[config.mk]
export PLATFORM = sky130hd
export DESIGN_NAME = oled_page_arbiter
export DESIGN_NICKNAME = d
export VERILOG_FILES = /design/src/rtl/oled_page_arbiter.sv
export SDC_FILE = /design/constraint.sdc
export NUM_CORES = 2
export LEC_CHECK = 0
export ABC_AREA = 1
export BUFFER_PORTS_ARGS = -buffer_cell sky130_fd_sc_hd__buf_2
export CELL_PAD_IN_SITES_DETAIL_PLACEMENT = 1
export CELL_PAD_IN_SITES_GLOBAL_PLACEMENT = 2
export CORE_AREA = 2 2 410 412
export DETAILED_ROUTE_END_ITERATION = 12
export DIE_AREA = 0 0 412 414
export PLACE_DENSITY = 0.83
export SYNTH_ARGS = -nofsm -noshare
export SYNTH_HDL_FRONTEND = slang
export SYNTH_SLANG_ARGS = --single-unit
[constraint.sdc]
create_clock -name CLK -period 24.3 [get_ports CLK]
set_input_delay 3.645 -clock CLK [delete_from_list [all_inputs] [get_ports CLK]]
set_output_delay 3.645 -clock CLK [all_outputs]
set_load 0.1 [all_outputs]
[src/rtl/oled_page_arbiter.sv]
// rtl/oled_page_arbiter.sv - round-robin page writer and refresh sequencer for the 4-page OLED text display
// Requesters write a shadow page buffer; refreshes snapshot it to page0..3 and run the EN/FIN handshake.
module oled_page_arbiter #(
  parameter int NUM_REQ        = 4,
  parameter int HOLDOFF_CYCLES = 1_000_000,
  parameter int TIMEOUT_CYCLES = 50_000_000
) (
  input  logic                   CLK,
  input  logic                   RST,
  input  logic [NUM_REQ-1:0]     req,
  input  logic [2*NUM_REQ-1:0]   req_page,
  input  logic [128*NUM_REQ-1:0] req_data,
  output logic [NUM_REQ-1:0]     gnt,
  output logic [127:0]           page0,
  output logic [127:0]           page1,
  output logic [127:0]           page2,
  output logic [127:0]           page3,
  output logic                   oled_en,
  input  logic                   oled_fin,
  output logic [3:0]             dirty,
  output logic                   busy,
  output logic                   timeout_err
);

  localparam int IW = (NUM_REQ > 1) ? $clog2(NUM_REQ) : 1;
  localparam int HW = (HOLDOFF_CYCLES > 2) ? $clog2(HOLDOFF_CYCLES) : 1;
  localparam int TW = (TIMEOUT_CYCLES > 2) ? $clog2(TIMEOUT_CYCLES) : 1;

  typedef enum logic [2:0] {
    S_IDLE,
    S_SNAP,
    S_ASSERT,
    S_RELEASE,
    S_HOLDOFF
  } state_t;

  state_t            state_q;
  logic [IW-1:0]     start_q;
  logic [3:0]        dirty_q;
  logic              oled_en_q;
  logic              terr_q;
  logic [HW-1:0]     hcnt_q;
  logic [TW-1:0]     tcnt_q;
  logic [127:0]      shadow_q [4];
  logic [127:0]      snap_q   [4];

  logic [NUM_REQ-1:0] hi_req;
  logic               gnt_vld;
  logic [IW-1:0]      gnt_sel;
  logic [1:0]         gnt_page;
  logic [127:0]       gnt_data;
  logic [3:0]         gnt_mask;
  logic [IW-1:0]      start_d;

  // Requests at or above the start index win; otherwise wrap to the lowest requester.
  always_comb begin
    hi_req   = req & ~((NUM_REQ'(1) << start_q) - NUM_REQ'(1));
    gnt_vld  = |req;
    gnt_sel  = '0;
    gnt_page = '0;
    gnt_data = '0;
    for (int k = NUM_REQ - 1; k >= 0; k--) begin
      if (req[k]) begin
        gnt_sel  = IW'(k);
        gnt_page = req_page[2*k +: 2];
        gnt_data = req_data[128*k +: 128];
      end
    end
    if (hi_req != '0) begin
      for (int k = NUM_REQ - 1; k >= 0; k--) begin
        if (hi_req[k]) begin
          gnt_sel  = IW'(k);
          gnt_page = req_page[2*k +: 2];
          gnt_data = req_data[128*k +: 128];
        end
      end
    end
    gnt      = gnt_vld ? (NUM_REQ'(1) << gnt_sel) : '0;
    gnt_mask = gnt_vld ? (4'b0001 << gnt_page) : 4'b0000;
    start_d  = (gnt_sel == IW'(NUM_REQ - 1)) ? '0 : gnt_sel + IW'(1);
  end

  always_ff @(posedge CLK) begin
    if (RST) begin
      state_q   <= S_IDLE;
      start_q   <= '0;
      dirty_q   <= '0;
      oled_en_q <= 1'b0;
      terr_q    <= 1'b0;
      hcnt_q    <= '0;
      tcnt_q    <= '0;
      for (int i = 0; i < 4; i++) begin
        shadow_q[i] <= '0;
        snap_q[i]   <= '0;
      end
    end else begin
      if (gnt_vld) begin
        shadow_q[gnt_page] <= gnt_data;
        start_q            <= start_d;
      end
      // A grant landing on the snapshot edge keeps its dirty bit for the next refresh.
      dirty_q <= ((state_q == S_SNAP) ? 4'b0000 : dirty_q) | gnt_mask;
      case (state_q)
        S_IDLE: begin
          if ((dirty_q | gnt_mask) != 4'b0000) state_q <= S_SNAP;
        end
        S_SNAP: begin
          for (int i = 0; i < 4; i++) snap_q[i] <= shadow_q[i];
          oled_en_q <= 1'b1;
          tcnt_q    <= '0;
          state_q   <= S_ASSERT;
        end
        S_ASSERT: begin
          if (oled_fin) begin
            oled_en_q <= 1'b0;
            state_q   <= S_RELEASE;
          end else if (32'(tcnt_q) + 32'd1 >= 32'(TIMEOUT_CYCLES)) begin
            terr_q    <= 1'b1;
            oled_en_q <= 1'b0;
            hcnt_q    <= '0;
            state_q   <= S_HOLDOFF;
          end else begin
            tcnt_q <= tcnt_q + TW'(1);
          end
        end
        S_RELEASE: begin
          if (!oled_fin) begin
            hcnt_q  <= '0;
            state_q <= S_HOLDOFF;
          end
        end
        S_HOLDOFF: begin
          if (32'(hcnt_q) + 32'd2 >= 32'(HOLDOFF_CYCLES)) state_q <= S_IDLE;
          else hcnt_q <= hcnt_q + HW'(1);
        end
        default: state_q <= S_IDLE;
      endcase
    end
  end

  assign page0       = snap_q[0];
  assign page1       = snap_q[1];
  assign page2       = snap_q[2];
  assign page3       = snap_q[3];
  assign oled_en     = oled_en_q;
  assign dirty       = dirty_q;
  assign busy        = (state_q != S_IDLE);
  assign timeout_err = terr_q;

endmodule
### After elaboration in Yosys (flattened, before gate mapping)

Memory sizes are Yosys's and may differ from the RTL's.
Cells that the tools add are included.

| storage, ports and cells | value |
|---|---|
| bits in registers | 57 |
| RAM bits | 1024 |
| bits of input ports | 527 |
| memories kept | 2 |

Memory list:

| memory | words | width | read ports | clocked after Yosys merged registers in | wr ports | RTL line | RTL |
|---|---|---|---|---|---|---|---|
| shadow_q | 4 | 128 | 4 | 0 | 4 | 44 | `logic [127:0] shadow_q [4];` |
| snap_q | 4 | 128 | 4 | 0 | 4 | 45 | `logic [127:0] snap_q [4];` |

| operators by class | value |
|---|---|
| add/sub/neg operators | 6 |
| order comparisons | 2 |
| eq/ne operators | 13 |
| shift operators | 3 |
| mux-type cells | 63 |
| bitwise logic cells | 9 |
| reduce and logical (&&, ||, !) cells | 13 |

Operator list:

| cell | count |
|---|---|
| 128-bit two-way mux | 14 |
| 128-bit OR reduction | 1 |
| 20-bit two-way mux | 4 |
| 20-bit case mux with 3 select lines | 1 |
| 26-bit two-way mux | 2 |
| 26-bit case mux with 2 select lines | 1 |
| 2-bit two-way mux | 20 |
| 26-bit by 1-bit adder with 27-bit output (second input constant) | 1 |
| 27-bit by 26-bit greater-or-equal comparator with 1-bit output (second input constant) | 1 |
| 26-bit by 1-bit adder with 26-bit output (second input constant) | 1 |
| 20-bit by 2-bit adder with 21-bit output (second input constant) | 1 |
| 21-bit by 20-bit greater-or-equal comparator with 1-bit output (second input constant) | 1 |
| 20-bit by 1-bit adder with 20-bit output (second input constant) | 1 |
| 3-bit two-way mux | 5 |
| 3-bit case mux with 5 select lines | 1 |
| 2-bit != test (second input constant) | 7 |
| 4-bit two-way mux | 3 |
| 1-bit by 2-bit left shift with 4-bit output (first input constant) | 3 |
| 1-bit two-way mux | 11 |
| 4-bit bitwise OR | 2 |
| 4-bit nonzero test | 2 |
| 3-bit by 2-bit equality test with 1-bit output (second input constant) | 2 |
| 3-bit AND reduction | 2 |
| 3-bit nonzero test | 2 |
| other kinds (17) | 20 |

### Logic depth before layout (Yosys ltp)

| depth | value |
|---|---|
| depth after elaboration | 15 |
| gate-level depth with buffers | 20 |
| depth with buffers taken out | 19 |

### Worst setup path after synthesis

Ideal clock, no wire load.

| timing path | value |
|---|---|
| path type | input to register |
| from | in RST |
| to | mem snap_q[0][0], enable pin |
| library setup time | 3.632 ns |
| data arrival time | 12.570 ns |
| setup slack | 8.098 ns |
| cell stages on the path | 4 |
| buffers on the path | 2 |
| path through | inv_1 -> clkbuf_1 -> clkbuf_1 -> nand2_1 |

RTL lines:

| element | RTL line | RTL |
|---|---|---|
| start, declared | 9 | `input logic RST,` |
| end, declared | 45 |  |

### Final worst setup path

| timing path | value |
|---|---|
| from | in req[0] |
| to | out gnt[3] |

| between the ends | value |
|---|---|
| word-level cells in the longest chain between the ends | 8 |
| elaborated cells between the ends (all ways) | 11 |

RTL lines:

| element | RTL line | RTL |
|---|---|---|
| start, declared | 10 | `input logic [NUM_REQ-1:0] req,` |
| 2-bit two-way mux | 63 | `if (req[k]) begin` |
| 2-bit two-way mux (4 in series) | 71 | `if (hi_req[k]) begin` |
| 2-bit two-way mux | 69 | `if (hi_req != '0) begin` |
| 1-bit by 2-bit left shift with 4-bit output | 78 | `gnt = gnt_vld ? (NUM_REQ'(1) << gnt_sel) : '0;` |
| 4-bit two-way mux (*) | 78 |  |
| end, declared | 13 | `output logic [NUM_REQ-1:0] gnt,` |

Every way passes the cells marked *; elsewhere a longest branch is shown, timed or not.

==> out/metrics.yaml <==
detailed_routing:
  route.detailed.drc: 0
  route.detailed.wl_per_inst_um: 26.0
  ant_nets: 0
  routed_wl_mm: 220
  first_pass_iters: 6
  dr_total_vias: 42500
  drtIter0Drc: 3818
  viasPerCell: 5.02
placed_design:
  place_congestion: 0.929
  dpl_worst_slack_ns: 14.02
  dpl.hpwl_mm: 159
  port_buffers: 1049
clocking:
  root_buffer: "clkbuf_16"
  clk_latency_ns: 0.75
  cts_setup_buffers: 0
  cts_resized: 0
  htree_levels: 3
  cts_tree: "done"
  path_clk_slew_ns: 0.06
  max-clock-path-buffers: 3
  cts_made_buffers: 116
  cts_sinks: 1081
  hold_buffers: 0
die:
  core_area_mm2: 0.166
  core.rowCount: 150
  die_y_um: 414
  initial_core_util: 0.300
  dieArea_mm2: 0.171
  io_pins: 1050
  fp.dieW_um: 412
synthesis:
  synth_warnings: 0
  yosysSeqAreaShare: 0.639
  synth-seq-cells: 1081
  syn_nets: 5729
  synth-edff-count: 1024
  synthArstFlopShare: 0
  netlist_area_mm2: 0.0499
  synthesis.instances: 5194
  yosysTopAreaCell: "edfxtp_1"
  ys.flop_type: "edfxtp_1"
  yosysTopAreaCellShare: 0.616
  synth_cell_types: 46
  syn_avg_cell_area_um2: 9.60
  synth_area_leaders: "edfxtp_1 (62%), nor2_1 (8.9%), nand2_1 (6.2%), inv_1 (5.3%), o21ai_0 (2.4%)"
worst_hold_path:
  hold_depth: 1
  hold_end: "timeout_err"
  hold_path_startpoint: "timeout_err"
  min_path_type: "flop to flop"
sta:
  setup_viol: 0
  slew_viol_final: 0
  rsz0062_at_grt: "no"
  finalCritPeriodShare: 0.422
  worstMarginPinSlew_ns: 1.11
  slew_headroom: 0.260
  layout_setup_ws_ns: 14.05
  hold_viol_final: 0
  fmax_mhz: 97.6
  finalCriticalPeriod_ns: 10.25
  fin_setup_tns_ns: 0
  fin_worst_skew_ns: 0.0407
cells_and_area:
  syn_to_final_growth_pct: 22.3
  nNetsFinal: 6635
  mostFrequentLayoutCell: "nor2_1"
  regArea_mm2: 0.0319
  final_cell_mix: "nor2_1 (1182), buf_2 (1047), edfxtp_1 (1024)"
  drive_gt1_frac: 0.225
  multi_input_area_mm2: 0.0141
  fill_cells: 19300
critical_path:
  cp_cell_sequence: "buf_2, inv_6, nor3_2, nor2_1, nand3_1, o21ai_0, inv_1, ha_1, inv_1, nor2_1, buf_2"
  crit_arrival_ns: 6.60
  slowest_stage: "nor3_2"
  path_class: "primary input to output pin"
  cp.required_ns: 20.65
  reg2regPathDepth: 8
  r2r_end: "snap_q[3][62]"
  rrSetupSlack_ns: 18.54
  cp_max_fo: 46
  end_kind: "output pin"
  reg2reg_from: "state_q[0]"
  max_stage_delay_ns: 0.73
  worstSetupStartpointType: "primary input"
job:
  max_cap_violations: 0
global_routing:
  grt_pass1_vias: 42200
  grt_max_degree: 154
  track_usage: 0.248
  gr-total-overflow: 0
  grt_first_pass_wirelength_mm: 306
  grt_antenna_before_repair: 112
pwr:
  leakagePower_nw: 26.1
  p_per_area_mw_per_mm2: 122
  peakVddDrop_uv: 89.1
status:
  outcome: "finished, final reports clean"
-- per-layer routing --
layer | wire (um) | share of wire | global-route usage
met1 | 86800 | 0.39 | 0.302
met2 | 105000 | 0.48 | 0.412
met3 | 16300 | 0.074 | 0.0553
met4 | 11000 | 0.050 | 0.123
met5 | 332 | 0.0015 | 0
-- metrics by stage --
step | hold WS (ns) | utilization | area [um2] | total power, mW | cells
global placement | 0.445 | 0.344 | 57200 | 5.70 | 8186
finish | 0.465 | 0.367 | 61000 | 7.42 | 8463
global route | 0.506 | 0.366 | 60900 | 7.66 | 8431
CTS | 0.468 | 0.366 | 60800 | 7.47 | 8395
floorplan | 0.462 | - | 49900 | 5.13 | 5194
detailed placement | 0.453 | 0.344 | 57200 | 5.74 | 8186
-- cells by family after synthesis --
logic type / after synthesis / synth area share
AOI/OAI and AO/OA: 702 / 0.0847
xor gates and xnor gates: 28 / 0.00492
adders and majority gates: 8 / 0.00201
buffers and inverters: 1033 / 0.0807
DFF: 1081 / 0.639
and+or+nand+nor: 2342 / 0.188
-- flip-flops by register name, summed over array words and instances (netlist names) --
signal,cells
shadow_q,512
snap_q,512
tcnt_q,26
hcnt_q,20
dirty,4
state_q,3
start_q,2
oled_en,1
timeout_err,1
-- worst max-delay path by stage --
stage                              end    from  depth (start not counted)
after detailed placement        gnt[1]  req[0]                         10
after floorplan           snap_q[0][0]     RST                          4
final                           gnt[3]  req[0]                         11
after global routing            gnt[3]  req[0]                         11
after global placement          gnt[1]  req[0]                         11
after CTS                       gnt[1]  req[0]                         10
-- Yosys cell counts, drive strengths merged, types with 9 or more instances --
| cell type | instances |
|---|---|
| nor2 | 1195 |
| edfxtp | 1024 |
| nand2 | 839 |
| inv | 711 |
| o21ai | 250 |
| clkbuf | 222 |
| a21oi | 192 |
| nand3 | 166 |
| buf | 98 |
| o221ai | 79 |
| or2 | 75 |
| dfxtp | 57 |
| a31oi | 51 |
| nor3 | 50 |
| o22ai | 49 |
| a41oi | 40 |
| xor2 | 19 |
| o21a | 15 |
| nand4 | 14 |
| xnor2 | 9 |
-- worst max-delay path, delay by kind of cell --
| family | cells | cell delay [ns] |
|---|---|---|
| adders and majority gates | 1 | 0.19 |
| and+or+nand+nor | 4 | 1.43 |
| buffers and inverters | 5 | 1.09 |
| AOI/OAI and AO/OA | 1 | 0.24 |
-- area by class of cell --
type                    instances  share of cell area
flip-flops and latches       1081               0.523
diodes                         68             0.00279
clock buffers                 142              0.0504
multi-input cells            3080               0.231
repair buffers               1108              0.0945
clock inverters                67             0.00904
inverters                     713              0.0444
well taps                    2204              0.0452
-- where the power goes --
group | internal, mW | total (mW) | switching, mW
Clock | 0.950 | 1.72 | 0.771
Sequential | 2.52 | 2.67 | 0.151
Combinational | 0.390 | 3.03 | 2.64
Total | 3.86 | 7.42 | 3.56
(Power assumes the default switching activity.)
